`src/rtl/dmem_arbiter_pkg.sv`:
```
// Shared encodings for the data-memory arbiter: FSM states, port IDs, lock counter sizing.
// Also supplies the default for the WORD_WIDTH macro used as the data/address width.
`ifndef WORD_WIDTH
`define WORD_WIDTH 32
`endif

package dmem_arbiter_pkg;

    typedef enum logic [1:0] {
        ARB_IDLE   = 2'd0,
        ARB_ACCESS = 2'd1,
        ARB_RESP   = 2'd2
    } arb_state_t;

    localparam logic ARB_P0 = 1'b0;
    localparam logic ARB_P1 = 1'b1;

    // $clog2(1) is 0, so keep at least one bit to leave the counter declarable.
    function automatic int lock_cnt_width(input int max_lock);
        return (max_lock > 1) ? $clog2(max_lock) : 1;
    endfunction

endpackage

```
`src/rtl/dmem_arb_pick.sv`:
```
// Combinational winner selection for dmem_arbiter.
// DMEM_ARB_RR_EN selects round-robin tie-breaking; fixed priority (port 0) otherwise.
module dmem_arb_pick
    import dmem_arbiter_pkg::*;
(
    input  logic i_req0,
    input  logic i_req1,
    input  logic i_locked,
    input  logic i_owner,
    input  logic i_last_owner,
    output logic o_valid,
    output logic o_winner,
    output logic o_release
);

    logic w_owner_req;
    logic w_tie_winner;

    assign w_owner_req = (i_owner == ARB_P1) ? i_req1 : i_req0;
    assign o_release   = i_locked & ~w_owner_req;

`ifdef DMEM_ARB_RR_EN
    assign w_tie_winner = ~i_last_owner;
`else
    logic w_unused_last_owner;
    assign w_unused_last_owner = i_last_owner;
    assign w_tie_winner        = ARB_P0;
`endif

    always_comb begin
        // NOTE: defaults first so every path assigns both outputs and no latch is inferred.
        o_valid  = 1'b0;
        o_winner = ARB_P0;
        if (i_locked && w_owner_req) begin
            o_valid  = 1'b1;
            o_winner = i_owner;
        end else if (i_req0 && i_req1) begin
            o_valid  = 1'b1;
            o_winner = w_tie_winner;
        end else if (i_req0) begin
            o_valid  = 1'b1;
            o_winner = ARB_P0;
        end else if (i_req1) begin
            o_valid  = 1'b1;
            o_winner = ARB_P1;
        end
    end

endmodule

```
`src/rtl/dmem_arbiter.sv`:
```
// Two-port arbiter sharing a single-ported data memory: one latched command, one access, one ack.
// Tie-break policy chosen by DMEM_ARB_RR_EN inside dmem_arb_pick; bounded locking for atomic runs.
module dmem_arbiter
    import dmem_arbiter_pkg::*;
#(
    parameter int W        = `WORD_WIDTH,
    parameter int MAX_LOCK = 8
)(
    input  logic         clk,
    input  logic         rst_n,
    input  logic         req0,
    input  logic         req1,
    input  logic         we0,
    input  logic         we1,
    input  logic [W-1:0] addr0,
    input  logic [W-1:0] addr1,
    input  logic [W-1:0] wdata0,
    input  logic [W-1:0] wdata1,
    input  logic         lock0,
    input  logic         lock1,
    output logic         ack0,
    output logic         ack1,
    output logic [W-1:0] rdata0,
    output logic [W-1:0] rdata1,
    output logic         mem_read_en,
    output logic [W-1:0] mem_read_addr,
    input  logic [W-1:0] mem_read_data,
    output logic         mem_write_en,
    output logic [W-1:0] mem_write_addr,
    output logic [W-1:0] mem_write_data,
    output logic         busy
);

    localparam int              LOCK_W    = lock_cnt_width(MAX_LOCK);
    localparam logic [LOCK_W-1:0] LOCK_LAST = LOCK_W'(MAX_LOCK - 1);

    arb_state_t          r_state;
    logic                r_owner;
    logic                r_we;
    logic                r_locked;
    logic [LOCK_W-1:0]   r_lock_cnt;
    logic                r_last_owner;

    logic                w_grant;
    logic                w_winner;
    logic                w_release;
    logic                w_win_we;
    logic                w_win_lock;
    logic [W-1:0]        w_win_addr;
    logic [W-1:0]        w_win_wdata;
    logic [LOCK_W-1:0]   w_cnt_base;
    logic                w_keep_lock;

    dmem_arb_pick u_pick (
        .i_req0       (req0),
        .i_req1       (req1),
        .i_locked     (r_locked),
        .i_owner      (r_owner),
        .i_last_owner (r_last_owner),
        .o_valid      (w_grant),
        .o_winner     (w_winner),
        .o_release    (w_release)
    );

    assign w_win_we    = (w_winner == ARB_P1) ? we1    : we0;
    assign w_win_lock  = (w_winner == ARB_P1) ? lock1  : lock0;
    assign w_win_addr  = (w_winner == ARB_P1) ? addr1  : addr0;
    assign w_win_wdata = (w_winner == ARB_P1) ? wdata1 : wdata0;

    // A released run must not leak its count into the grant made in the same cycle.
    assign w_cnt_base  = w_release ? '0 : r_lock_cnt;
    assign w_keep_lock = w_win_lock && (w_cnt_base < LOCK_LAST);

    always_ff @(posedge clk or negedge rst_n) begin
        if (!rst_n) begin
            r_state        <= ARB_IDLE;
            r_owner        <= ARB_P0;
            r_we           <= 1'b0;
            r_locked       <= 1'b0;
            r_lock_cnt     <= '0;
            r_last_owner   <= ARB_P1;
            ack0           <= 1'b0;
            ack1           <= 1'b0;
            rdata0         <= '0;
            rdata1         <= '0;
            mem_read_en    <= 1'b0;
            mem_read_addr  <= '0;
            mem_write_en   <= 1'b0;
            mem_write_addr <= '0;
            mem_write_data <= '0;
            busy           <= 1'b0;
        end else begin
            // NOTE: non-blocking so every register samples the pre-edge values of the others.
            case (r_state)
                ARB_IDLE: begin
                    if (w_release) begin
                        r_locked   <= 1'b0;
                        r_lock_cnt <= '0;
                    end
                    if (w_grant) begin
                        r_owner      <= w_winner;
                        r_we         <= w_win_we;
                        r_last_owner <= w_winner;
                        if (w_keep_lock) begin
                            r_locked   <= 1'b1;
                            r_lock_cnt <= w_cnt_base + LOCK_W'(1);
                        end else begin
                            r_locked   <= 1'b0;
                            r_lock_cnt <= '0;
                        end
                        mem_read_en  <= ~w_win_we;
                        mem_write_en <= w_win_we;
                        if (w_win_we) begin
                            mem_write_addr <= w_win_addr;
                            mem_write_data <= w_win_wdata;
                        end else begin
                            mem_read_addr  <= w_win_addr;
                        end
                        busy    <= 1'b1;
                        r_state <= ARB_ACCESS;
                    end
                end
                ARB_ACCESS: begin
                    mem_read_en  <= 1'b0;
                    mem_write_en <= 1'b0;
                    if (!r_we) begin
                        if (r_owner == ARB_P1) rdata1 <= mem_read_data;
                        else                   rdata0 <= mem_read_data;
                    end
                    ack0    <= (r_owner == ARB_P0);
                    ack1    <= (r_owner == ARB_P1);
                    r_state <= ARB_RESP;
                end
                ARB_RESP: begin
                    ack0    <= 1'b0;
                    ack1    <= 1'b0;
                    busy    <= 1'b0;
                    r_state <= ARB_IDLE;
                end
                default: r_state <= ARB_IDLE;
            endcase
        end
    end

endmodule

```
`config.mk`:
```
export PLATFORM = sky130hd
export DESIGN_NAME = dmem_arbiter
export DESIGN_NICKNAME = d
export VERILOG_FILES = /design/src/rtl/dmem_arbiter_pkg.sv /design/src/rtl/dmem_arb_pick.sv /design/src/rtl/dmem_arbiter.sv
export SDC_FILE = /design/constraint.sdc
export NUM_CORES = 1
export LEC_CHECK = 0
export CAP_MARGIN = 0
export CORE_MARGIN = 4
export CORE_UTILIZATION = 42
export CTS_CLUSTER_DIAMETER = 100
export DETAILED_ROUTE_END_ITERATION = 12
export PLACE_DENSITY = 0.89
export SYNTH_ARGS = -nofsm -noshare
export SYNTH_HDL_FRONTEND = slang
export SYNTH_SLANG_ARGS = --single-unit
```
`constraint.sdc`:
```
create_clock -name clk -period 2.6 [get_ports clk]
set_input_delay 0.26 -clock clk [delete_from_list [all_inputs] [get_ports clk]]
set_output_delay 0.26 -clock clk [all_outputs]
set_load 0.005 [all_outputs]
```
==> impl_metrics.json <==
{
  "die_y_um": 141,
  "grt_pass1_vias": 5619,
  "clk_latency_ns": 0.42,
  "cts_tree": "yes",
  "status": "completed",
  "fin_cells": 1062,
  "antenna_found_initial": 0,
  "yosys.area.top_type": "dfrtp_1",
  "ff2ff_path_depth": 5,
  "nFillCells": 1228,
  "synth_xor_area_frac": 0,
  "drt-pass1-iter-count": 4,
  "ctsLongestPathBuffers": 2,
  "yosys_warnings": 0,
  "clock.fmax_mhz": 472,
  "synth_top_family_by_area": "multiplexers",
  "startpoint_type": "flip-flop",
  "antenna_cells": 0,
  "syn-num-nets": 659,
  "netlist_top_cells_count": "220 x mux2_2, 173 x dfrtp_1, 13 x buf_2, 11 x nand2_1, 9 x a21oi_1",
  "synthFlopType": "dfrtp_1",
  "start_util": 0.429,
  "via_count": 5232,
  "worstMarginPinSlew_ns": 0.632,
  "yosysMostFrequentCell": "mux2_2",
  "fin_setup_tns_ns": 0,
  "hold_viol": 0,
  "hpwl_mm": 14.8,
  "syn_inst": 487,
  "multi_input_area_sq_um": 2930,
  "synth_edf_count": 0,
  "placedCellCount": 1030,
  "track_usage": 0.198,
  "synth.area.top_cells": "dfrtp_1 58%, mux2_2 33%, buf_6 0.91%",
  "wl_mm": 19.8,
  "r2r_start": "r_owner",
  "routedWlPerCell_um": 18.7,
  "worstSetupEndpointType": "flip-flop",
  "min_period_over_period": 0.814,
  "cp_cell_sequence": "a21bo_2 -> a21bo_2 -> a21oi_4 -> buf_4 -> mux2_2",
  "p_leak_nw": 4.77,
  "row_count": 48,
  "ys_ff_latch": 173,
  "io_pins": 333,
  "root_buffer": "clkbuf_16",
  "ir_drop_uv": 533,
  "die-width_um": 141,
  "slew-limit-headroom": 0.579,
  "setup_viol": 0,
  "total_power_mw": 13.0,
  "ys_async_sr_fraction": 1.00,
  "slew_violations": 0,
  "cpPeakStageDelay_ns": 0.51,
  "drcViolationCount": 0,
  "cpMostUsedCell": "a21bo_2",
  "io_buffers": 332,
  "finalNetCount": 997,
  "synthDistinctLibCells": 34,
  "clock_sinks": 173,
  "path_delay_family": "compound AO/OA/AOI/OAI gates",
  "drtIter0Drc": 141,
  "criticalPathCategory": "reg -> reg",
  "post-synth-top-area-fraction": 0.583,
  "muxShareOfSynthArea": 0.343,
  "critPathBufInv": 1,
  "hold_path_class": "in -> async",
  "cp_data_arrival_time_ns": 2.42,
  "gp_congestion": 0.770,
  "path_max_fanout": 25,
  "avgSynthCellArea_sq_um": 15.2,
  "slowest_stage": "dfrtp_1",
  "rsz0062_at_grt": "false",
  "area_growth_pct": 56.6,
  "dieArea_sq_um": 19900,
  "seq_area_frac_synth": 0.583,
  "min_period_ns": 2.12,
  "synthSimpleGateAreaFrac": 0.0177,
  "drive_above_1_share": 0.321,
  "maxCapViolCount": 0,
  "grt_max_degree": 68,
  "vias_per_cell": 4.93,
  "overflow": 0,
  "cp.required_ns": 2.90,
  "fin_worst_skew_ns": 0.0115,
  "synth_compound_area_frac": 0.0261,
  "cts-resized-gates": 0,
  "seq_area_sq_um": 4330,
  "grt_pass1_wl_mm": 30.7,
  "r2r_slack_ns": 0.48,
  "p_per_area_nw_per_um2": 1120,
  "post_synth_instance_area_sq_um": 7420,
  "cts_max_level": 4,
  "r2r_end": "mem_write_addr[2]",
  "clk_pin_slew_ns": 0.07,
  "synthAdderAreaFrac": 0.00674,
  "antenna_left": 0,
  "numCtsBuffers": 17,
  "coreArea_sq_um": 17300
}
==> report_power, final <==
part	total, mW	internal, mW	switching, mW
Combinational	5.74	3.88	1.85
Clock	2.51	1.45	1.06
Sequential	4.78	4.07	0.713
==> sequential cells by signal, indices dropped and copies added (netlist names) <==
register        count
rdata0             32
rdata1             32
mem_read_en         1
r_we                1
busy                1
mem_write_addr     32
r_locked            1
r_owner             1
mem_write_data     32
ack1                1
ack0                1
mem_write_en        1
mem_read_addr      32
r_state             2
r_lock_cnt          3
==> logic make-up after synthesis <==
logic type,count (synthesis)
simple gates,27
compound gates,28
buf+inv,29
flops,173
mux,226
fa+ha+maj,4
==> per-stage QoR <==
step / hold WS [ns] / setup WS [ns] / util / cell area, sq um
after global routing: 0.469 / 0.358 / 0.672 / 11600
final: 0.433 / 0.483 / 0.672 / 11600
after floorplan: -0.0356 / 0.654 / - / 7420
after global placement: 0.313 / 0.225 / 0.638 / 11000
after CTS: 0.429 / 0.472 / 0.672 / 11600
after detailed placement: 0.316 / 0.171 / 0.638 / 11000
==> worst reg2reg max path, stage by stage (launching register included) <==
cell,delay [ns]
dfrtp_1,0.51
a21bo_2,0.30
a21bo_2,0.26
a21oi_4,0.19
buf_4,0.35
mux2_2,0.40
==> layout make-up <==
type | instances | share of cell area
tap | 225 | 0.0242
inverter | 5 | 0.00161
timing repair buffer | 343 | 0.300
multi-input combinational | 285 | 0.252
sequential | 173 | 0.372
clock inverter | 12 | 0.0117
clock buffer | 19 | 0.0381
==> placed cells by master, fill, tap and decap left out, drive strengths merged <==
| master | synthesis | final |
|---|---|---|
| clkdlybuf4s50 | 0 | 331 |
| mux2 | 225 | 225 |
| dfrtp | 173 | 173 |
| clkbuf | 3 | 19 |
| nand2 | 11 | 11 |
| buf | 21 | 11 |
| a21oi | 10 | 10 |
| inv | 5 | 9 |
| o21ai | 7 | 7 |
| ha | 4 | 4 |
| and2 | 3 | 3 |
| nor2 | 3 | 3 |
| clkinvlp | 0 | 3 |
| nand3 | 3 | 3 |
| clkinv | 0 | 3 |
| a21bo | 2 | 2 |
| nand3b | 2 | 2 |
| bufinv | 0 | 2 |
| mux2i | 1 | 1 |
| nor3 | 1 | 1 |
| or2 | 1 | 1 |
| nand2b | 1 | 1 |
| a32oi | 1 | 1 |
| a41o | 1 | 1 |
| o31ai | 1 | 1 |
| nor2b | 1 | 1 |
| a31o | 1 | 1 |
| nand4 | 1 | 1 |
| a211o | 1 | 1 |
| a22o | 1 | 1 |
| o21a | 1 | 1 |
| o2bb2ai | 1 | 1 |
| o41ai | 1 | 1 |
| dlygate4sd3 | 0 | 1 |
==> metal layers <==
metal / routed length (um) / up-vias / GRT usage
met5: 0 / - / 0
met4: 564 / 0 / 0.0796
met3: 1530 / 31 / 0.0648
met2: 10400 / 212 / 0.345
met1: 7390 / 2554 / 0.226
li1: - / 2435 / -
==> timing repair <==
| item | 4_1_cts | 5_1_grt |
|---|---|---|
| buffers inserted | 0 | 0 |
| hold endpoints to repair | 65 | 0 |
| hold buffers | 1 | 0 |
==> worst max path at each step <==
stage	startpoint	endpoint	slack (ns)	depth (start not counted)
CTS	r_owner	mem_write_addr[2]	0.47	5
global route	r_owner	mem_write_addr[15]	0.36	5
global placement	req0	mem_write_addr[7]	0.23	6
finish	r_owner	mem_write_addr[2]	0.48	5
detailed placement	req0	mem_write_data[23]	0.17	6
floorplan	r_owner	mem_write_data[12]	0.65	6
Power figures use the tool's default switching activity.
